File: src/rtl/uart_tx_scheduler_if.sv
// Requester-side and uart_tx-side signals of the shared transmit scheduler.
interface uart_tx_scheduler_if #(
  parameter int NUM_REQ   = 4,
  parameter int DATA_BITS = 8
);
  logic [NUM_REQ-1:0]           req;
  logic [NUM_REQ*DATA_BITS-1:0] req_data;
  logic [2*NUM_REQ-1:0]         req_parity;
  logic [NUM_REQ-1:0]           ack;
  logic [NUM_REQ-1:0]           grant;
  logic                         tx_send;
  logic [DATA_BITS-1:0]         tx_data;
  logic [1:0]                   tx_parity;
  logic                         busy;

  modport master (
    output req, req_data, req_parity,
    input  ack, grant, tx_send, tx_data, tx_parity, busy
  );

  modport slave (
    input  req, req_data, req_parity,
    output ack, grant, tx_send, tx_data, tx_parity, busy
  );
endinterface

File: src/rtl/uart_tx_scheduler.sv
// Round-robin arbiter sharing one uart_tx among NUM_REQ byte sources; it times
// each frame plus guard gap itself because uart_tx has no busy indication.
module uart_tx_scheduler #(
  parameter int NUM_REQ         = 4,
  parameter int DATA_BITS       = 8,
  parameter int CLOCKS_PER_BIT  = 434,
  parameter int GAP_CLOCKS      = 16,
  parameter int CLOCK_CTR_WIDTH = 32
) (
  input logic                clk,
  input logic                rst,
  uart_tx_scheduler_if.slave bus
);
  localparam int PTR_W = (NUM_REQ > 1) ? $clog2(NUM_REQ) : 1;
  // Start + data + stop bits plus gap; a parity bit adds one more bit time.
  localparam logic [CLOCK_CTR_WIDTH-1:0] BASE_CLKS =
    CLOCK_CTR_WIDTH'((DATA_BITS + 2) * CLOCKS_PER_BIT + GAP_CLOCKS);
  localparam logic [CLOCK_CTR_WIDTH-1:0] PARITY_CLKS = CLOCK_CTR_WIDTH'(CLOCKS_PER_BIT);
  localparam logic [PTR_W-1:0]           LAST_IDX    = PTR_W'(NUM_REQ - 1);

  typedef enum logic {IDLE, FRAME} state_t;

  state_t                     state_reg, state_next;
  logic [PTR_W-1:0]           rr_ptr_reg, rr_ptr_next;
  logic [NUM_REQ-1:0]         grant_reg, grant_next;
  logic                       launch_reg, launch_next;
  logic [CLOCK_CTR_WIDTH-1:0] timer_reg, timer_next;
  logic [DATA_BITS-1:0]       tx_data_reg, tx_data_next;
  logic [1:0]                 tx_parity_reg, tx_parity_next;

  logic [DATA_BITS-1:0]       data_arr   [NUM_REQ];
  logic [1:0]                 parity_arr [NUM_REQ];
  logic                       found;
  logic [PTR_W-1:0]           win_idx;
  logic [PTR_W-1:0]           cand;
  logic [CLOCK_CTR_WIDTH-1:0] frame_clks;

  // Mode 3 is folded to "none" here so both framing and forwarding see 0.
  genvar gi;
  generate
    for (gi = 0; gi < NUM_REQ; gi++) begin : g_unpack
      assign data_arr[gi]   = bus.req_data[gi*DATA_BITS +: DATA_BITS];
      assign parity_arr[gi] = (bus.req_parity[2*gi +: 2] == 2'd3) ? 2'd0
                                                                 : bus.req_parity[2*gi +: 2];
    end
  endgenerate

  // First asserted request scanning upward from the slot after the last winner.
  always_comb begin
    found   = 1'b0;
    win_idx = rr_ptr_reg;
    cand    = '0;
    for (int k = 1; k <= NUM_REQ; k++) begin
      cand = PTR_W'((int'(rr_ptr_reg) + k) % NUM_REQ);
      if (!found && bus.req[cand]) begin
        found   = 1'b1;
        win_idx = cand;
      end
    end
  end

  assign frame_clks = BASE_CLKS + ((parity_arr[win_idx] != 2'd0) ? PARITY_CLKS
                                                                  : CLOCK_CTR_WIDTH'(0));

  always_ff @(posedge clk) begin
    if (rst) begin
      state_reg     <= IDLE;
      rr_ptr_reg    <= LAST_IDX;
      grant_reg     <= '0;
      launch_reg    <= 1'b0;
      timer_reg     <= '0;
      tx_data_reg   <= '0;
      tx_parity_reg <= '0;
    end else begin
      state_reg     <= state_next;
      rr_ptr_reg    <= rr_ptr_next;
      grant_reg     <= grant_next;
      launch_reg    <= launch_next;
      timer_reg     <= timer_next;
      tx_data_reg   <= tx_data_next;
      tx_parity_reg <= tx_parity_next;
    end
  end

  // The timer counts down the remaining FRAME cycles; zero marks the last one.
  always_comb begin
    state_next     = state_reg;
    rr_ptr_next    = rr_ptr_reg;
    grant_next     = grant_reg;
    launch_next    = 1'b0;
    timer_next     = timer_reg;
    tx_data_next   = tx_data_reg;
    tx_parity_next = tx_parity_reg;
    case (state_reg)
      IDLE: begin
        if (found) begin
          state_next     = FRAME;
          rr_ptr_next    = win_idx;
          grant_next     = NUM_REQ'(1) << win_idx;
          launch_next    = 1'b1;
          timer_next     = frame_clks - CLOCK_CTR_WIDTH'(1);
          tx_data_next   = data_arr[win_idx];
          tx_parity_next = parity_arr[win_idx];
        end
      end
      FRAME: begin
        if (timer_reg == '0) begin
          state_next = IDLE;
          grant_next = '0;
        end else begin
          timer_next = timer_reg - CLOCK_CTR_WIDTH'(1);
        end
      end
      default: state_next = IDLE;
    endcase
  end

  assign bus.ack       = launch_reg ? grant_reg : '0;
  assign bus.grant     = grant_reg;
  assign bus.tx_send   = launch_reg;
  assign bus.tx_data   = tx_data_reg;
  assign bus.tx_parity = tx_parity_reg;
  assign bus.busy      = (state_reg == FRAME);
endmodule
File: src/flat_wrapper.sv
// flat-port wrapper written by rule: the top's interface ports become plain ports
module uart_tx_scheduler_flat 
#(
  parameter int NUM_REQ         = 4,
  parameter int DATA_BITS       = 8,
  parameter int CLOCKS_PER_BIT  = 434,
  parameter int GAP_CLOCKS      = 16,
  parameter int CLOCK_CTR_WIDTH = 32
)
  (clk, rst, bus_req, bus_req_data, bus_req_parity, bus_ack, bus_grant, bus_tx_send, bus_tx_data, bus_tx_parity, bus_busy);
  uart_tx_scheduler_if #(.NUM_REQ(NUM_REQ), .DATA_BITS(DATA_BITS)) bus_i ();
  input logic clk;
  input logic rst;
  input wire logic [$bits(bus_i.req)-1:0] bus_req;
  input wire logic [$bits(bus_i.req_data)-1:0] bus_req_data;
  input wire logic [$bits(bus_i.req_parity)-1:0] bus_req_parity;
  output wire logic [$bits(bus_i.ack)-1:0] bus_ack;
  output wire logic [$bits(bus_i.grant)-1:0] bus_grant;
  output wire logic [$bits(bus_i.tx_send)-1:0] bus_tx_send;
  output wire logic [$bits(bus_i.tx_data)-1:0] bus_tx_data;
  output wire logic [$bits(bus_i.tx_parity)-1:0] bus_tx_parity;
  output wire logic [$bits(bus_i.busy)-1:0] bus_busy;
  assign bus_i.req = bus_req;
  assign bus_i.req_data = bus_req_data;
  assign bus_i.req_parity = bus_req_parity;
  assign bus_ack = bus_i.ack;
  assign bus_grant = bus_i.grant;
  assign bus_tx_send = bus_i.tx_send;
  assign bus_tx_data = bus_i.tx_data;
  assign bus_tx_parity = bus_i.tx_parity;
  assign bus_busy = bus_i.busy;
  uart_tx_scheduler #(.NUM_REQ(NUM_REQ), .DATA_BITS(DATA_BITS), .CLOCKS_PER_BIT(CLOCKS_PER_BIT), .GAP_CLOCKS(GAP_CLOCKS), .CLOCK_CTR_WIDTH(CLOCK_CTR_WIDTH)) u_core (.clk(clk), .rst(rst), .bus(bus_i));
endmodule
File: config.mk
export PLATFORM = sky130hd
export DESIGN_NAME = uart_tx_scheduler_flat
export DESIGN_NICKNAME = d
export VERILOG_FILES = /design/src/rtl/uart_tx_scheduler_if.sv /design/src/rtl/uart_tx_scheduler.sv /design/src/flat_wrapper.sv
export SDC_FILE = /design/constraint.sdc
export NUM_CORES = 1
export LEC_CHECK = 0
export ABC_AREA = 1
export BUFFER_PORTS_ARGS = -buffer_cell sky130_fd_sc_hd__clkbuf_2
export CAP_MARGIN = 20
export CELL_PAD_IN_SITES_DETAIL_PLACEMENT = 1
export CELL_PAD_IN_SITES_GLOBAL_PLACEMENT = 1
export CORE_MARGIN = 2
export CORE_UTILIZATION = 38
export CTS_BUF_LIST = sky130_fd_sc_hd__clkbuf_16
export CTS_CLUSTER_SIZE = 12
export DETAILED_ROUTE_END_ITERATION = 7
export PLACE_DENSITY = 0.86
export SKIP_CTS_REPAIR_TIMING = 1
export SYNTH_ARGS = -nofsm -noshare
export SYNTH_HDL_FRONTEND = slang
export SYNTH_SLANG_ARGS = --single-unit
File: constraint.sdc
create_clock -name clk -period 2.6 [get_ports clk]
set_input_delay 0.13 -clock clk [delete_from_list [all_inputs] [get_ports clk]]
set_output_delay 0.13 -clock clk [all_outputs]
set_load 0.01 [all_outputs]
==> out/qor.csv, run 1 <==
metric,value,unit
"Critical Path, Cell by Cell",inv_1 -> ha_1 -> nand2_1 -> nor2_2 -> inv_2 -> nor2_4 -> inv_2 -> nor3_2 -> nand2_1 -> nand2_2 -> buf_4 -> nor2_1 -> o21ai_0 -> a21oi_1,
number of unique standard cell types used by synthesis,42,
worst hold stages,3,
actual transition at the worst max-transition pin,0.448,ns
RSZ-0062 raised after global routing,no,
register bit count reported by yosys,50,
highest cell delay on the worst timing path,0.33,ns
GRT Overall Usage,22.5,%
clock tree skew after final layout,0.00520,ns
number of synthesized flops with an enable pin,0,
initial antenna violation count,0,
net count after synthesis,526,
number of detailed-route iterations in the first pass,4,
min cycle time layout,2.24,ns
Critical Path Fanout Max,31,
kind of start point of the critical path,register,
antenna diode count,0,
global route overflow,0,
num ports,66,
"commonest cells after routing, fill and taps aside","sky130_fd_sc_hd__nand2_1 (123), sky130_fd_sc_hd__nor2_1 (68), sky130_fd_sc_hd__clkbuf_2 (65)",
power per cell area,1240,nW/um^2
count of clock tree sinks,50,
slack of the worst reg-to-reg path,0.36,ns
Final Max Tran Viols,0,
final cycle utilization of the critical path,86.0,%
Leak,0.00175,uW
DR vias,3427,
width of the chip,94.8,um
async set or reset register ratio after synthesis,0,%
synth-to-layout area growth,18.5,%
count of yosys warnings during synthesis,0,
max FFs per register,32,
depth of the most critical reg-to-reg path,14,
most frequent standard cell in the layout excluding fill and tap cells,sky130_fd_sc_hd__nand2_1,
Layout Cells excl Fill,651,
Final GP Congestion,0.886,
CP bufs+invs,4,
endpoint of the lowest-slack register-to-register path,u_core.timer_reg[13],
Avg WL per Cell,14.7,um
post-DP HPWL,7350,um
total number of nets in the final design,593,
run status,completed,
ys flop type,sky130_fd_sc_hd__dfxtp_1,
per-cell via count in the routed design,5.26,
Final ANT Viol Nets,0,
synthesized area per cell,6.54,sq um
start point of the worst min-delay path,bus_req_data[8],
Remaining DRCs,0,
Worst path top cell family by delay,simple AND/OR/NAND/NOR gates,
die height,94.8,um
effective utilization at floorplan,38.7,%
cell count after placement,644,
Synth Instances,479,
maximum achievable frequency,447,MHz
proportion of synthesized chip area in sequential cells,32.0,%
Worst Setup SP,u_core.timer_reg[0],
type of the setup path with the least slack,reg -> reg,
Crit. End Element,register,
core box area,8090,sq um
Hold Path End,u_core.bus.tx_data[0],
normalized max-slew margin,69.9,%
Levels on crit path,14,
library cell used as clock root buffer,sky130_fd_sc_hd__clkbuf_16,
number of failing setup endpoints in the final timing report,0,
number of buffers created by CTS,5,
Fin Setup TNS,0,ns
worst voltage drop across the vdd grid,530,uV
global-route wire length before repair,16100,um
Max-cap violations,0,
DRT Wirelength,9600,um
Crit path required time,2.77,ns
final hold violations,0,
number of global-route vias before repair,3466,
smallest hold slack,0.0964,ns
"slowest stage cell, crit path",sky130_fd_sc_hd__buf_4,
number of port buffers,65,
die area,8980,sq um
area of the mapped netlist,3130,sq um
number of placement rows,33,
Worst-Skew Late Latency,0.29,ns
share of layout cells above drive strength 1,23.4,%
WP data arrival,2.41,ns
clock tree from TritonCTS,yes,
HP Class,in -> reg,
Final Core Density,45.8,%
clock-pin slew on the worst setup and hold paths,0.06,ns
startpoint of the worst-slack reg-to-reg timing path,u_core.timer_reg[0],
largest net degree at the start of global routing,32,
H-tree levels,2,
number of DRC markers in iteration 0,155,
CTS max path bufs,2,
-- worst max path at each step --
stage | slack (ns) | to
floorplan | 0.76 | u_core.timer_reg[20]
global placement | 0.51 | u_core.timer_reg[29]
detailed placement | 0.38 | u_core.timer_reg[29]
CTS | 0.36 | u_core.timer_reg[13]
global route | 0.16 | u_core.timer_reg[17]
finish | 0.36 | u_core.timer_reg[13]
-- metal layers --
layer	global-route usage [%]	wire length [um]	part of all wire [%]	vias to the layer above
met4	6.40	161	1.7	0
li1	-	-	-	1713
met5	0	0	0	-
met2	41.4	4890	51	81
met3	3.27	493	5.1	15
met1	27.1	4050	42	1618
-- cell families (layout without fill, tap and decap cells) --
logic type               count (synthesis)  after routing  synth area share, %
AND/OR/NAND/NOR                        295            295                 44.3
buffers and inverters                   51            118                 7.31
adder cells (fa/ha/maj)                  1              1                0.400
XOR/XNOR                                 9              9                 2.52
AO/OA/AOI/OAI                           73             73                 13.5
flip-flops                              50             50                 32.0
-- area by class of cell --
class	instances	area (sq um)
flip-flops and latches	50	1000
multi-input cells	378	1900
clock inverters	2	33.8
fillers	1116	4380
repair buffers	70	363
inverters	41	154
clock buffers	5	125
well taps	105	131
-- synthesized netlist by cell type, types with 2 or more instances --
cell | instances | area share (%)
sky130_fd_sc_hd__inv_1 | 30 | 3.6
sky130_fd_sc_hd__xor2_1 | 6 | 1.7
sky130_fd_sc_hd__nand2_1 | 123 | 15
sky130_fd_sc_hd__nor2_2 | 4 | 0.80
sky130_fd_sc_hd__nor2_4 | 4 | 1.4
sky130_fd_sc_hd__a21oi_2 | 2 | 0.56
sky130_fd_sc_hd__nor4_1 | 6 | 1.2
sky130_fd_sc_hd__nand4_1 | 12 | 2.4
sky130_fd_sc_hd__a41oi_1 | 2 | 0.56
sky130_fd_sc_hd__buf_2 | 2 | 0.32
sky130_fd_sc_hd__nand2_2 | 19 | 3.8
sky130_fd_sc_hd__nand2_4 | 4 | 1.4
sky130_fd_sc_hd__nand3_1 | 27 | 4.3
sky130_fd_sc_hd__inv_2 | 9 | 1.1
sky130_fd_sc_hd__a32o_1 | 2 | 0.64
sky130_fd_sc_hd__nor2_1 | 68 | 8.2
sky130_fd_sc_hd__nor3_1 | 14 | 2.2
sky130_fd_sc_hd__dfxtp_1 | 50 | 32
sky130_fd_sc_hd__a31oi_1 | 4 | 0.80
sky130_fd_sc_hd__clkbuf_1 | 2 | 0.24
sky130_fd_sc_hd__xnor2_1 | 3 | 0.84
sky130_fd_sc_hd__buf_6 | 4 | 1.4
sky130_fd_sc_hd__a21oi_1 | 31 | 5.0
sky130_fd_sc_hd__nand3_2 | 4 | 1.3
sky130_fd_sc_hd__and3_1 | 4 | 0.80
sky130_fd_sc_hd__clkinv_1 | 2 | 0.24
sky130_fd_sc_hd__o21ai_0 | 26 | 4.2
-- stage by stage --
step / setup slack (ns) / power [uW] / area, sq um
floorplan: 0.763 / 3190 / 3130
global placement: 0.512 / 3760 / 3550
detailed placement: 0.384 / 3870 / 3550
CTS: 0.361 / 4630 / 3710
global route: 0.163 / 5020 / 3710
finish: 0.363 / 4610 / 3710
-- power by group --
| part | internal, uW | switching, uW |
|---|---|---|
| logic | 895 | 1830 |
| clock network | 446 | 287 |
| registers | 972 | 184 |
-- worst reg2reg max path, stage by stage (launching register included) --
cell	delay (ns)
sky130_fd_sc_hd__dfxtp_1	0.31
sky130_fd_sc_hd__inv_1	0.09
sky130_fd_sc_hd__ha_1	0.19
sky130_fd_sc_hd__nand2_1	0.09
sky130_fd_sc_hd__nor2_2	0.19
sky130_fd_sc_hd__inv_2	0.08
sky130_fd_sc_hd__nor2_4	0.10
sky130_fd_sc_hd__inv_2	0.06
sky130_fd_sc_hd__nor3_2	0.19
sky130_fd_sc_hd__nand2_1	0.09
sky130_fd_sc_hd__nand2_2	0.08
sky130_fd_sc_hd__buf_4	0.33
sky130_fd_sc_hd__nor2_1	0.10
sky130_fd_sc_hd__o21ai_0	0.16
sky130_fd_sc_hd__a21oi_1	0.07
Note: power is estimated with default switching activity, not from simulation.
==> run 2: changes to the inputs <==
--- a/config.mk
+++ b/config.mk
@@ -16,6 +16,7 @@
 export CTS_CLUSTER_SIZE = 12
 export DETAILED_ROUTE_END_ITERATION = 7
 export PLACE_DENSITY = 0.86
+export REMOVE_ABC_BUFFERS = 1
 export SKIP_CTS_REPAIR_TIMING = 1
 export SYNTH_ARGS = -nofsm -noshare
 export SYNTH_HDL_FRONTEND = slang
==> run 2 against run 1 <==
Against the previous run:
- combinational power increased by 3%
- critical endpoint is now u_core.timer_reg[29]
- register-to-register slack got worse by 0.16 ns
- first-iteration DRC count decreased by 45%
- routed wire length increased by 4.8%
==> out/qor.csv, run 2 (same netlist as run 1, synthesis figures left out) <==
metric,value,unit,change
run status,completed,,
Crit path required time,2.82,ns,+0.05 ns
clock tree skew after final layout,0.00787,ns,+0.00267 ns
endpoint of the lowest-slack register-to-register path,u_core.timer_reg[29],,
effective utilization at floorplan,38.7,%,unchanged
initial antenna violation count,0,,unchanged
CTS max path bufs,2,,unchanged
final cycle utilization of the critical path,92.0,%,+6.0 points
total number of nets in the final design,595,,+0.34%
slack of the worst reg-to-reg path,0.21,ns,-0.16 ns
max FFs per register,32,,unchanged
maximum achievable frequency,418,MHz,-6.5%
Hold Path End,u_core.bus.tx_data[0],,
Crit. End Element,register,,
count of clock tree sinks,50,,unchanged
startpoint of the worst-slack reg-to-reg timing path,u_core.timer_reg[2],,
final standard cell area without fillers,3710,sq um,about the same
start point of the worst min-delay path,bus_req_data[8],,
Remaining DRCs,0,,unchanged
number of detailed-route iterations in the first pass,4,,unchanged
Max-cap violations,0,,unchanged
"Critical Path, Cell by Cell",nor3_1 -> inv_1 -> nor2_1 -> nand2_1 -> nor4_1 -> o21ai_0 -> a21oi_1,,
per-cell via count in the routed design,5.33,,+1.2%
width of the chip,94.8,um,unchanged
number of DRC markers in iteration 0,86,,-45%
smallest hold slack,0.0913,ns,-0.00514 ns
core box area,8090,sq um,unchanged
num ports,66,,unchanged
clock-pin slew on the worst setup and hold paths,0.07,ns,about the same
min cycle time layout,2.39,ns,+0.156 ns
die height,94.8,um,unchanged
actual transition at the worst max-transition pin,0.525,ns,+0.0772 ns
global-route wire length before repair,16600,um,+2.6%
final hold violations,0,,unchanged
power per cell area,1240,nW/um^2,-0.35%
clock tree from TritonCTS,yes,,
highest cell delay on the worst timing path,0.46,ns,+0.13 ns
depth of the most critical reg-to-reg path,7,,-7
die area,8980,sq um,unchanged
Leak,0.00175,uW,about the same
"commonest cells after routing, fill and taps aside","sky130_fd_sc_hd__nand2_1 (123), sky130_fd_sc_hd__nor2_1 (68), sky130_fd_sc_hd__clkbuf_2 (65)",,
type of the setup path with the least slack,reg -> reg,,
post-DP HPWL,7780,um,+5.7%
global route overflow,0,,unchanged
most frequent standard cell in the layout excluding fill and tap cells,sky130_fd_sc_hd__nand2_1,,
synth-to-layout area growth,18.5,%,about the same
"slowest stage cell, crit path",sky130_fd_sc_hd__nor4_1,,
HP Class,in -> reg,,
number of buffers created by CTS,5,,unchanged
Avg WL per Cell,15.4,um,+4.3%
Final Core Density,45.9,%,about the same
number of port buffers,65,,unchanged
H-tree levels,2,,unchanged
Final GP Congestion,0.887,,about the same
number of failing setup endpoints in the final timing report,0,,unchanged
placement-stage cell area,3560,sq um,+0.42%
library cell used as clock root buffer,sky130_fd_sc_hd__clkbuf_16,,
number of placement rows,33,,unchanged
worst hold stages,3,,unchanged
Layout Cells excl Fill,654,,+0.46%
normalized max-slew margin,64.9,%,-5.0 points
number of global-route vias before repair,3546,,+2.3%
GRT Overall Usage,23.4,%,+0.93 points
layout filler cell count,1122,,+0.54%
RSZ-0062 raised after global routing,no,,
Critical Path Fanout Max,5,,-84%
DR vias,3484,,+1.7%
DRT Wirelength,10100,um,+4.8%
worst voltage drop across the vdd grid,540,uV,+2.0%
Final ANT Viol Nets,0,,unchanged
Fin Setup TNS,0,ns,unchanged
Final Max Tran Viols,0,,unchanged
antenna diode count,0,,unchanged
largest net degree at the start of global routing,21,,-34%
cell count after placement,646,,+0.31%
Worst-Skew Late Latency,0.29,ns,about the same
share of layout cells above drive strength 1,23.9,%,+0.42 points
WP data arrival,2.61,ns,+0.20 ns
kind of start point of the critical path,register,,
run 2: cell count changes in the layout (fill, tap and decap cells not counted), sizes merged:
cell      delta
clkinv       +1
clkinvlp     +1
buf          +2
bufinv       -1
run 2: how the worst max path moves through the flow:
stage                              start                   end  cells past startpoint
finish               u_core.timer_reg[2]  u_core.timer_reg[29]                      7
CTS                  u_core.timer_reg[0]  u_core.timer_reg[18]                     15
floorplan           u_core.rr_ptr_reg[0]  u_core.timer_reg[11]                     11
global route         u_core.timer_reg[0]   u_core.timer_reg[0]                     14
global placement     u_core.timer_reg[0]  u_core.timer_reg[18]                     15
detailed placement   u_core.timer_reg[0]  u_core.timer_reg[18]                     15
run 2: report_power, final:
part	internal, uW	switching [uW]
clock	352	294
sequential	971	177
combinational	902	1900
run 2: final cells by class:
type                            count  area (sq um)  share of cell area (%)
Clock buffer                        5           125                    3.37
Clock inverter                      3          16.3                   0.438
Inverter                           41           154                    4.15
Multi-Input combinational cell    378          1910                    51.3
Sequential cell                    50          1000                    27.0
Tap cell                          105           131                    3.54
Timing Repair Buffer               72           378                    10.2
run 2: worst max-delay path: cells and delay by family, from the launching register on:
kind,cells,cell delay [ns]
AND/OR/NAND/NOR,4,1.60
buffers and inverters,1,0.12
flip-flops,1,0.35
AO/OA/AOI/OAI,2,0.26
run 2: routing by layer:
metal | GRT usage, % | wire [um] | vias to the layer above
met5 | 0 | 0 | -
met1 | 27.4 | 4010 | 1634
met3 | 4.15 | 778 | 12
li1 | - | - | 1717
met2 | 43.4 | 5130 | 121
met4 | 6.64 | 143 | 0
run 2: per-stage QoR:
stage	total power (uW)	worst slack (ns)
2_1_floorplan	3140	0.210
3_3_place_gp	3800	0.379
3_5_place_dp	3930	0.183
4_1_cts	4600	0.112
5_1_grt	4970	0.0283
6_report	4600	0.207
